File: src/rtl/uop_pkg.sv
// uop_pkg: shared layout of the execute-stage micro-op word.
// Field offsets are functions of the register-index width so the stage can be
// re-parametrised without editing the decode. LSB-first layout:
//   idx_a | idx_b | sel_inp | adr_wr_back | idx_dest | kind |
//   flags_w | mem_cmd | mem_en | carry_mask | alu_f
package uop_pkg;

  localparam int OFF_IDX_A = 0;

  // kind bit value marking a memory-address op
  localparam logic KIND_MEM = 1'b1;

  // upper two idx_dest bits select the MAR on a memory-address op
  localparam logic [1:0] MAR_DEST_HI = 2'b00;

  function automatic int off_idx_b(int r);       return r;         endfunction
  function automatic int off_sel_inp(int r);     return 2*r;       endfunction
  function automatic int off_adr_wr_back(int r); return 2*r + 1;   endfunction
  function automatic int off_idx_dest(int r);    return 2*r + 2;   endfunction
  function automatic int off_kind(int r);        return 3*r + 2;   endfunction
  function automatic int off_flags_w(int r);     return 3*r + 3;   endfunction
  function automatic int off_mem_cmd(int r);     return 3*r + 4;   endfunction
  function automatic int off_mem_en(int r);      return 3*r + 5;   endfunction
  function automatic int off_carry_mask(int r);  return 3*r + 6;   endfunction
  function automatic int off_alu_f(int r);       return 3*r + 7;   endfunction

  function automatic int uop_width(int r, int a);
    return 3*r + 7 + a;
  endfunction

endpackage

File: src/rtl/uop_skid_buf.sv
// uop_skid_buf: 2-entry skid buffer (main + skid register) with valid/ready.
// in_ready is driven straight from the skid-valid flop, so downstream stall
// logic never reaches the upstream ready.
// Ports:
//   clk, a_rst (async, active-low), flush (sync, drops both entries and the
//   current input), in_valid/in_ready/in_data (upstream), pop (consume main
//   this cycle, only meaningful while out_valid), out_valid/out_data (main).
module uop_skid_buf #(
  parameter int W = 8
) (
  input  logic         clk,
  input  logic         a_rst,
  input  logic         flush,
  input  logic         in_valid,
  output logic         in_ready,
  input  logic [W-1:0] in_data,
  input  logic         pop,
  output logic         out_valid,
  output logic [W-1:0] out_data
);

  logic         main_v;
  logic         skid_v;
  logic [W-1:0] main_d;
  logic [W-1:0] skid_d;
  logic         accept;

  assign in_ready  = ~skid_v;
  assign accept    = in_valid & ~skid_v;
  assign out_valid = main_v;
  assign out_data  = main_d;

  always_ff @(posedge clk or negedge a_rst) begin
    if (!a_rst) begin
      main_v <= 1'b0;
      skid_v <= 1'b0;
      main_d <= '0;
      skid_d <= '0;
    end else if (flush) begin
      main_v <= 1'b0;
      skid_v <= 1'b0;
    end else if (pop) begin
      // skid is older than anything arriving now, so it goes first
      if (skid_v) begin
        main_d <= skid_d;
        skid_v <= 1'b0;
      end else if (accept) begin
        main_d <= in_data;
      end else begin
        main_v <= 1'b0;
      end
    end else if (accept) begin
      if (!main_v) begin
        main_v <= 1'b1;
        main_d <= in_data;
      end else begin
        skid_v <= 1'b1;
        skid_d <= in_data;
      end
    end
  end

endmodule

File: src/rtl/uop_exec_stage.sv
// uop_exec_stage: execute-stage micro-op register between the scheduler and
// the ALU / register-file / MAR datapath.
// Ports:
//   clk, a_rst (async, active-low), flush, stop
//   in_valid/in_ready/in_uop/in_temp/in_ctx : op intake (skid buffered)
//   home_ctx_wr/home_ctx_in                 : home context register load
//   mem_ack                                 : one memory request completed
//   ex_valid, t16, ex_ctx, field outputs    : held op (fields ungated)
//   reg_wr, flags_w, mar_wr, mem_rq_width, mem_rq, ex_home_mem : strobes,
//     gated by ex_valid & ~stall; mem_rq_cmd is ungated
//   mem_outst, mem_err                      : outstanding count, sticky error
module uop_exec_stage
  import uop_pkg::*;
#(
  parameter int DATA_W    = 16,
  parameter int REG_IDX_W = 3,
  parameter int ALU_F_W   = 4,
  parameter int CTX_W     = 1,
  parameter int MEM_OUTST = 2,
  parameter int UOP_W     = uop_width(REG_IDX_W, ALU_F_W)
) (
  input  logic                 clk,
  input  logic                 a_rst,
  input  logic                 flush,
  input  logic                 stop,
  input  logic                 in_valid,
  output logic                 in_ready,
  input  logic [UOP_W-1:0]     in_uop,
  input  logic [DATA_W-1:0]    in_temp,
  input  logic [CTX_W-1:0]     in_ctx,
  input  logic                 home_ctx_wr,
  input  logic [CTX_W-1:0]     home_ctx_in,
  input  logic                 mem_ack,
  output logic                 ex_valid,
  output logic [DATA_W-1:0]    t16,
  output logic [CTX_W-1:0]     ex_ctx,
  output logic [REG_IDX_W-1:0] idx_a,
  output logic [REG_IDX_W-1:0] idx_b,
  output logic [REG_IDX_W-1:0] idx_dest,
  output logic                 sel_inp,
  output logic                 adr_wr_back,
  output logic                 carry_mask,
  output logic [ALU_F_W-1:0]   alu_f,
  output logic                 reg_wr,
  output logic                 flags_w,
  output logic                 mar_wr,
  output logic                 mem_rq_width,
  output logic                 mem_rq_cmd,
  output logic                 mem_rq,
  output logic                 ex_home_mem,
  output logic [2:0]           mem_outst,
  output logic                 mem_err
);

  localparam int R     = REG_IDX_W;
  localparam int PAY_W = UOP_W + DATA_W + CTX_W;

  logic [PAY_W-1:0] in_pay;
  logic [PAY_W-1:0] ex_pay;
  logic [UOP_W-1:0] ex_uop;
  logic [CTX_W-1:0] home_ctx;
  logic             kind;
  logic             flags_b;
  logic             mem_cmd_b;
  logic             mem_en_b;
  logic             mem_op;
  logic             mem_block;
  logic             stall;
  logic             advance;

  assign in_pay = {in_uop, in_temp, in_ctx};

  uop_skid_buf #(.W(PAY_W)) u_skid (
    .clk       (clk),
    .a_rst     (a_rst),
    .flush     (flush),
    .in_valid  (in_valid),
    .in_ready  (in_ready),
    .in_data   (in_pay),
    .pop       (advance),
    .out_valid (ex_valid),
    .out_data  (ex_pay)
  );

  assign {ex_uop, t16, ex_ctx} = ex_pay;

  assign idx_a       = ex_uop[OFF_IDX_A +: R];
  assign idx_b       = ex_uop[off_idx_b(R) +: R];
  assign sel_inp     = ex_uop[off_sel_inp(R)];
  assign adr_wr_back = ex_uop[off_adr_wr_back(R)];
  assign idx_dest    = ex_uop[off_idx_dest(R) +: R];
  assign kind        = ex_uop[off_kind(R)];
  assign flags_b     = ex_uop[off_flags_w(R)];
  assign mem_cmd_b   = ex_uop[off_mem_cmd(R)];
  assign mem_en_b    = ex_uop[off_mem_en(R)];
  assign carry_mask  = ex_uop[off_carry_mask(R)];
  assign alu_f       = ex_uop[off_alu_f(R) +: ALU_F_W];

  // Block on the registered count only: an ack this cycle frees a slot next cycle.
  assign mem_op    = mem_cmd_b | mem_en_b;
  assign mem_block = ex_valid & mem_op & (mem_outst == 3'(MEM_OUTST));
  assign stall     = stop | mem_block;
  assign advance   = ex_valid & ~stall;

  assign reg_wr       = advance & (kind != KIND_MEM);
  assign mar_wr       = advance & (kind == KIND_MEM) & (idx_dest[R-1:R-2] == MAR_DEST_HI);
  assign mem_rq_width = mar_wr & idx_dest[0];
  assign flags_w      = advance & flags_b;
  assign mem_rq       = advance & mem_op;
  assign mem_rq_cmd   = mem_cmd_b;
  assign ex_home_mem  = mem_rq & (ex_ctx == home_ctx);

  always_ff @(posedge clk or negedge a_rst) begin
    if (!a_rst) begin
      mem_outst <= 3'd0;
      mem_err   <= 1'b0;
    end else if (mem_rq & ~mem_ack) begin
      mem_outst <= mem_outst + 3'd1;
    end else if (mem_ack & ~mem_rq) begin
      if (mem_outst == 3'd0) mem_err   <= 1'b1;
      else                   mem_outst <= mem_outst - 3'd1;
    end
  end

  always_ff @(posedge clk or negedge a_rst) begin
    if (!a_rst)                   home_ctx <= '0;
    else if (home_ctx_wr & ~stop) home_ctx <= home_ctx_in;
  end

endmodule

File: config.mk
export PLATFORM = sky130hd
export DESIGN_NAME = uop_exec_stage
export DESIGN_NICKNAME = d
export VERILOG_FILES = /design/src/rtl/uop_pkg.sv /design/src/rtl/uop_skid_buf.sv /design/src/rtl/uop_exec_stage.sv
export SDC_FILE = /design/constraint.sdc
export NUM_CORES = 1
export LEC_CHECK = 0
export BUFFER_PORTS_ARGS = -buffer_cell sky130_fd_sc_hd__buf_2
export CORE_AREA = 2 2 120 122
export DETAILED_ROUTE_END_ITERATION = 8
export DIE_AREA = 0 0 122 124
export SLEW_MARGIN = 20
export SYNTH_ARGS = -nofsm -noshare
export SYNTH_HDL_FRONTEND = slang
export SYNTH_SLANG_ARGS = --single-unit
File: constraint.sdc
create_clock -name clk -period 3.55 [get_ports clk]
set_input_delay 0.71 -clock clk [delete_from_list [all_inputs] [get_ports clk]]
set_output_delay 0.71 -clock clk [all_outputs]
set_load 0.005 [all_outputs]
Word-level counts from Yosys, hierarchy flattened
Cells that the tools add are included.

Bits in registers: 81. Latch bits: 0. Memory bits (writable): 0. ROM bits: 0. Output and inout port bits: 46. Word-level logic and storage cells: 70. Memories kept: 0.

Add/subtract/negate cells: 2. $mul: 0. Divide/modulo/power cells: 0. Order comparisons: 0. Eq/ne operators: 6. Shifts and indexed selects: 0. Multiplexer cells: 17. Bitwise operators: 25. Reductions and logical operators: 13.

Operators with widths (count): two-way mux 37 bit (5); AND 1 bit (14); two-way mux 1 bit (9); two-way mux 3 bit (3); inverter 1 bit (9); AND reduction 4 bit (2); inequality test 3 bit, second input constant (2); AND reduction 3 bit (2); nonzero test 2 bit (3); nonzero test 3 bit (2); inequality test 2 bit, second input constant (2); AND reduction 2 bit (2); adder 3 x 1 -> 3 bit, second input constant (1); equality test 3 x 2 -> 1 bit, second input constant (1); zero test 3 bit (1); subtractor 3 x 1 -> 3 bit, second input constant (1); zero test 2 bit (1); bitwise OR 1 bit (2); equality test 1 bit (1).

Depth between registers and ports, before layout
Gate-level depths: netlist (run 1).

Word-level depth: 11. Gate-level depth with buffers: 10. Mapped depth without buffers: 10.

Cells and area by module
A second synthesis (run 1) with hierarchy kept.

Cell total of the unflattened synthesis: 251. Area, all modules: 3708.6 µm².

By module, submodules not included: uop_skid_buf (instances 1, cells an instance 210, area an instance 3318.2 µm²); uop_exec_stage (instances 1, cells an instance 41, area an instance 390.4 µm²).

Worst setup path before layout (run 1)
OpenSTA, ideal clock, no wires.

Path kind: input to register. Start: input port stop. End: register mem_outst[2]. Arrival time: 2387 ps. Data required time: 3473 ps. Setup slack: 1086 ps. Cell stages on the path: 10. Path buffers: 0. Cells stage by stage: and2b_1 -> nand3_1 -> inv_1 -> ha_1 -> inv_1 -> fa_1 -> or2_2 -> o21ai_0 -> a21oi_1 -> a21oi_1.

Word-level cells in the longest chain between the ends: 8. Elaborated cells between the ends (all ways): 11. Those cells by class: eq/ne: 1; mux: 1; bitwise: 7; reduce/logical: 2.

Ends and longest elaborated chain: start: declaration (line uop_exec_stage.sv:25) `input logic stop,`; bitwise OR 1 bit * (line uop_exec_stage.sv:102) `assign stall = stop | mem_block;`; inverter 1 bit * (line uop_exec_stage.sv:103) `assign advance = ex_valid & ~stall;`; AND 1 bit * (line uop_exec_stage.sv:103); AND 1 bit * (line uop_exec_stage.sv:109) `assign mem_rq = advance & mem_op;`; via mem_rq (line uop_exec_stage.sv:49) `output logic mem_rq,`; inverter 1 bit (line uop_exec_stage.sv:119) `end else if (mem_ack & ~mem_rq) begin`; AND 1 bit (line uop_exec_stage.sv:119); nonzero test 2 bit (no source line); AND reduction 2 bit (no source line); end signal: assignment (line uop_exec_stage.sv:118) `mem_outst <= mem_outst + 3'd1;`; end signal: assignment (line uop_exec_stage.sv:121) `else mem_outst <= mem_outst - 3'd1;`; end: declaration (line uop_exec_stage.sv:51) `output logic [2:0] mem_outst,`.

Mark *: on every way through the listed nets, which the timed path passes. The rest lies on a longest branch. A chain may end at the register's enable or synchronous reset.

Worst setup path in the final report (run 1)
Start: register mem_outst[1]. End: output port mem_rq_width.

Word-level cells in the longest chain between the ends: 8.

Ends and longest elaborated chain: equality test 3 x 2 -> 1 bit (line uop_exec_stage.sv:101) `assign mem_block = ex_valid & mem_op & (mem_outst == 3'(MEM_OUTST));`; AND 1 bit (line uop_exec_stage.sv:101); bitwise OR 1 bit (line uop_exec_stage.sv:102); inverter 1 bit (line uop_exec_stage.sv:103); AND 1 bit (line uop_exec_stage.sv:103); AND 1 bit (2 in a row) (line uop_exec_stage.sv:106) `assign mar_wr = advance & (kind == KIND_MEM) & (idx_dest[R-1:R-2] == MAR_DEST_HI);`; AND 1 bit (line uop_exec_stage.sv:107) `assign mem_rq_width = mar_wr & idx_dest[0];`; end: declaration (line uop_exec_stage.sv:47) `output logic mem_rq_width,`.

No other way between the ends.

==> results.ini, run 1 <==
[outcome]
status=finished clean

[sta]
worst_slew_pin_slew_ns=0.742
period_share=0.743
rsz0062_at_grt=false
setup_tns_ns=0
setup_viol=0
setup_ws_ns=0.913
final_max_slew_viol_count=0
slew_headroom=0.506
hold_viol_final=0
fin_skew_ns=0.00444
fmax_mhz=379
fin_crit_ns=2.64

[cts]
clockBufferDepth=2
cts-root-buf=clkbuf_16
cts.sinks=81
clkSlewWorstSetupHoldPaths_ns=0.06
cts_tree=built
clock_latency_ns=0.34
post_cts_resized=0
htree_levels=3
numCtsBuffers=9
cts_hold_buf=0
post_cts_buffers=0

[detailed_routing]
drc=0
vias_per_cell=4.44
drt_wl_total_mm=7.85
ant_nets=0
wire_per_inst_um=14.7
first_pass_iters=4
via_count=2376
drtIter0Drc=85

[yosys]
synthMostInstantiatedCell=dfrtp_1
synthesis.area_um2=4050
synth_top_area_share=0.500
synth_commonest_cells=81 x dfrtp_1, 77 x mux2_2, 30 x buf_4, 29 x mux2_4, 8 x inv_1
async_flop_share=1.00
yosys-top-cells-area=dfrtp_1 50%, mux2_2 21%, mux2_4 11%, buf_4 5.6%, buf_6 1.4%
ys_seq_area_frac=0.500
synth-main-ff-cell=dfrtp_1
netlist_instances=282
synth_seq_cells=81
syn_nets=330
synth_edf_count=0
ys_types=35
synth.avg_cell_area_um2=14.4
yosysTopAreaCell=dfrtp_1
ys.warnings.count=0

[floorplan]
pin_count=91
die_area_um2=15100
die_y_um=124
die_w_um=122
rows=43
start_util=0.295
core_region_area_um2=13700

[grt]
grt_pass1_wl_mm=12.3
overflow=0
grt_usage=0.109
grt_max_degree=82
grt_pass1_vias=2465
antenna_found_initial=0

[setup_path]
critPathLaunch=mem_outst[1]
path_max_fanout=8
worstPathArrival_ns=1.93
startpoint_type=flop
r2r_slack_ns=1.10
path_class=flop to output port
timing.rr.start=mem_outst[1]
worstSetupEndpointType=output port
worst_ep_required_time_ns=2.84

[power]
p_leak_nw=2.19
vdd_drop_max_mv=0.249
seqPwrFrac=0.459
switching_share=0.263
p_sw_mw=0.834
clkPwrFrac=0.301
p_int_mw=2.33
combinationalPowerShare=0.239
power_density_nw_per_um2=660

[place]
postPlaceCellArea_um2=4480
gp_congestion=0.703
dp_slack_ns=0.790
dp.final_hpwl_mm=5.22
io_buffers=90

[job]
cap_violations=0

[layout]
final_layout_size_suffix_gt1_frac=0.639
num-nets-final=398
n_antenna_cell=0
layout-area-overhead-vs-synth_pct=18.3
final_area_um2=4790

[hold_path]
hold_class=primary input to asynchronous set/reset pin

==> metrics by stage <==
stage               hold WS (ns)   util  cells  power (mW)
floorplan                  0.414      -    282        2.06
global placement           0.457  0.327    519        2.19
detailed placement         0.467  0.327    519        2.24
CTS                        0.480  0.349    535        3.23
global route               0.477  0.349    535        3.37
finish                     0.419  0.349    535        3.16
==> flip-flops by register name, indices dropped and copies added, names as in the netlist <==
register,cells
u_skid.out_valid,1
u_skid.skid_v,1
home_ctx,1
mem_err,1
u_skid.out_data,37
mem_outst,3
u_skid.skid_d,37
==> power groups by stage <==
stage | Sequential, mW | Combinational [mW] | Clock, mW
after floorplan | 1.41 | 0.646 | 0
after global placement | 1.44 | 0.749 | 0
after detailed placement | 1.47 | 0.774 | 0
after CTS | 1.46 | 0.776 | 0.993
after global routing | 1.50 | 0.832 | 1.04
final | 1.45 | 0.758 | 0.953
==> worst paths after layout <==
path,end,depth (start not counted)
min in group clk,mem_err,1
max,mem_rq_width,5
min reg2reg,mem_err,1
min,mem_outst[0],1
max in group asynchronous,u_skid.out_data[13],1
max reg2reg,mem_outst[2],10
==> cell usage in the layout, fill, tap and decap left out, types with 2 or more instances in the layout <==
cell / netlist / layout
mux2_4: 29 / 29
dfrtp_1: 81 / 81
ha_1: 2 / 2
clkbuf_1: 0 / 2
a31o_2: 2 / 2
a21oi_1: 4 / 4
mux2_2: 77 / 77
nor3_1: 3 / 3
buf_2: 3 / 89
nor2_1: 7 / 7
inv_1: 8 / 8
nand2_1: 2 / 2
o21ai_0: 2 / 2
or2_2: 3 / 3
clkbuf_16: 0 / 9
mux2i_1: 2 / 2
clkbuf_8: 0 / 3
mux2_1: 4 / 4
buf_4: 30 / 6
==> cell type report <==
class                      instances  area [um^2]
clock buffer                      14          274
clock inverter                     2         35.0
fill                            1355         8920
inverter                           8         30.0
multi-input combinational        154         1700
sequential                        81         2030
tap                              180          225
timing repair buffer              96          502
==> per-layer routing <==
layer / routed length, um / GRT usage
met3: 470 / 0.0508
met4: 114 / 0.0366
met2: 3820 / 0.177
met5: 0 / 0
met1: 3450 / 0.126
==> worst max-delay path: stages, from the launching register on <==
cell	delay, ns
dfrtp_1	0.52
or3b_4	0.44
o21ai_4	0.25
nor4b_1	0.10
and2_1	0.16
buf_2	0.12
==> logic make-up (layout without fill, tap and decap cells) <==
| group | count (synthesis) | count (layout) | synth area share |
|---|---|---|---|
| AOI/OAI and AO/OA | 15 | 15 | 0.0336 |
| xor gates and xnor gates | 1 | 1 | 0.00216 |
| adders and majority gates | 3 | 3 | 0.0111 |
| buffers and inverters | 47 | 120 | 0.0824 |
| DFF | 81 | 81 | 0.500 |
| muxes | 112 | 112 | 0.337 |
| and+or+nand+nor | 23 | 23 | 0.0333 |
No activity file was read; power rests on OpenSTA's default activity.
==> inputs of run 2 (changes only) <==
==> constraint.sdc (replaced) <==
create_clock -name clk -period 2.16 [get_ports clk]
set_input_delay 0.432 -clock clk [delete_from_list [all_inputs] [get_ports clk]]
set_output_delay 0.432 -clock clk [all_outputs]
set_load 0.005 [all_outputs]
==> results.ini, run 2 (synthesis gave the netlist of run 1 again) <==
[detailed_routing]
first_pass_iters=4  ; unchanged
wire_per_inst_um=15.1  ; +2.7%
drtIter0Drc=62  ; -27%
ant_nets=0  ; unchanged
drt_wl_total_mm=8.26  ; +5.2%
vias_per_cell=4.46  ; +0.34%
drc=0  ; unchanged
via_count=2442  ; +2.8%

[floorplan]
pin_count=91  ; unchanged
core_region_area_um2=13700  ; unchanged
rows=43  ; unchanged
die_w_um=122  ; unchanged
die_y_um=124  ; unchanged
die_area_um2=15100  ; unchanged
start_util=0.295  ; unchanged

[setup_path]
path_class=flop to output port
worstSetupEndpointType=output port
cp_cell_sequence=or3b_4 -> o21ai_4 -> nor4b_2 -> and2_1 -> buf_2
critPathSlowestCell=or3b_4
path_max_fanout=3  ; -5
worstPathArrival_ns=1.73  ; -0.20 ns
worst_ep_required_time_ns=1.73  ; -1.11 ns
slowest_delay_ns=0.43  ; -0.09 ns
startpoint_type=flop

[layout]
n_antenna_cell=0  ; unchanged
utilization=0.362  ; +0.0128
final_cell_mix=89 x buf_2, 80 x dfrtp_1, 77 x mux2_2
layout_commonest_cell=buf_2
stdcell_count=548  ; +2.4%
final_layout_size_suffix_gt1_frac=0.668  ; +0.0290
final_area_um2=4970  ; +3.7%
fillerInstances=1354  ; -0.074%
num-nets-final=413  ; +3.8%
layout-area-overhead-vs-synth_pct=22.6

[sta]
rsz0062_at_grt=true
slew_headroom=0.650  ; +0.144
final_max_slew_viol_count=0  ; unchanged
setup_viol=0  ; unchanged
fin_crit_ns=2.16
worst_slew_pin_slew_ns=0.525  ; -0.216 ns
period_share=0.999
setup_tns_ns=0  ; unchanged
fin_skew_ns=0.00832  ; +0.00388 ns
fmax_mhz=464
hold_viol_final=0  ; unchanged

[cts]
numCtsBuffers=9  ; unchanged
cts-root-buf=clkbuf_16
clkSlewWorstSetupHoldPaths_ns=0.06  ; about the same
cts.sinks=81  ; unchanged
clockBufferDepth=2  ; unchanged
htree_levels=3  ; unchanged
cts_tree=built
clock_latency_ns=0.34  ; about the same
cts_hold_buf=0  ; unchanged

[outcome]
status=finished clean

[grt]
grt_pass1_vias=2567  ; +4.1%
grt_usage=0.117  ; +0.00834
grt_pass1_wl_mm=13.2  ; +8.1%
overflow=0  ; unchanged
antenna_found_initial=0  ; unchanged
grt_max_degree=45  ; -45%

[place]
dp.cells=531  ; +2.3%
dp.final_hpwl_mm=5.79  ; +11%
gp_congestion=0.779  ; +11%
postPlaceCellArea_um2=4650  ; +3.8%
io_buffers=90  ; unchanged

[power]
power_mw=5.21  ; +65%
p_leak_nw=2.27  ; +3.3%
vdd_drop_max_mv=0.520  ; +110%
power_density_nw_per_um2=1050  ; +59%

[hold_path]
hold_class=primary input to asynchronous set/reset pin

[job]
cap_violations=0  ; unchanged

## run 2: cell type report
cell class / count / area (um^2) / area share
clock buffers: 14 / 274 / 0.0551
inverters: 8 / 30.0 / 0.00604
multi-input cells: 154 / 1730 / 0.348
flip-flops and latches: 81 / 2030 / 0.408
well taps: 180 / 225 / 0.0453
repair buffers: 111 / 681 / 0.137
## run 2: report_power, final
group,internal (mW),switching (mW)
clock,0.860,0.550
sequential,2.06,0.278
combinational,0.895,0.565
## run 2: what timing repair did
action | 4_1_cts | 5_1_grt
buffers inserted | 2 | 1
pin swaps | 2 | 3
endpoints found under the setup margin | 4 | 41
gates resized for setup | 1 | 5
## run 2: per-stage QoR
step / setup WS (ns) / hold slack, ns
after CTS: -0.0545 / 0.0855
after global placement: -0.00980 / 0.445
after floorplan: 0.0253 / 0.136
after global routing: -0.0821 / 0.0950
after detailed placement: -0.0970 / 0.454
final: 0.00268 / 0.0719
## run 2: final timing paths
check	startpoint	endpoint	slack, ns	cells past startpoint
min	a_rst	u_skid.skid_d[34]	0.07	1
max	mem_outst[0]	mem_rq_width	0.003	5
max reg2reg	mem_outst[2]	u_skid.skid_d[21]	0.10	7
min in group clk	home_ctx_in	home_ctx	0.33	2
min reg2reg	mem_err	mem_err	0.48	1
max in group asynchronous	a_rst	u_skid.out_data[32]	1.47	2
## run 2: critical path, delay by kind of cell (launching register included)
family | cells | cell delay (ns)
AO/OA/AOI/OAI | 1 | 0.20
flip-flops | 1 | 0.39
AND/OR/NAND/NOR | 3 | 0.67
buffers and inverters | 1 | 0.12
## run 2: metal layers
| layer | vias to the layer above | part of all wire | GRT usage | routed length [um] |
|---|---|---|---|---|
| met5 | - | 0 | 0 | 0 |
| met4 | 0 | 0.016 | 0.0453 | 136 |
| met3 | 9 | 0.062 | 0.0412 | 513 |
| met2 | 62 | 0.47 | 0.183 | 3880 |
| met1 | 1242 | 0.45 | 0.149 | 3730 |
| li1 | 1129 | - | - | - |
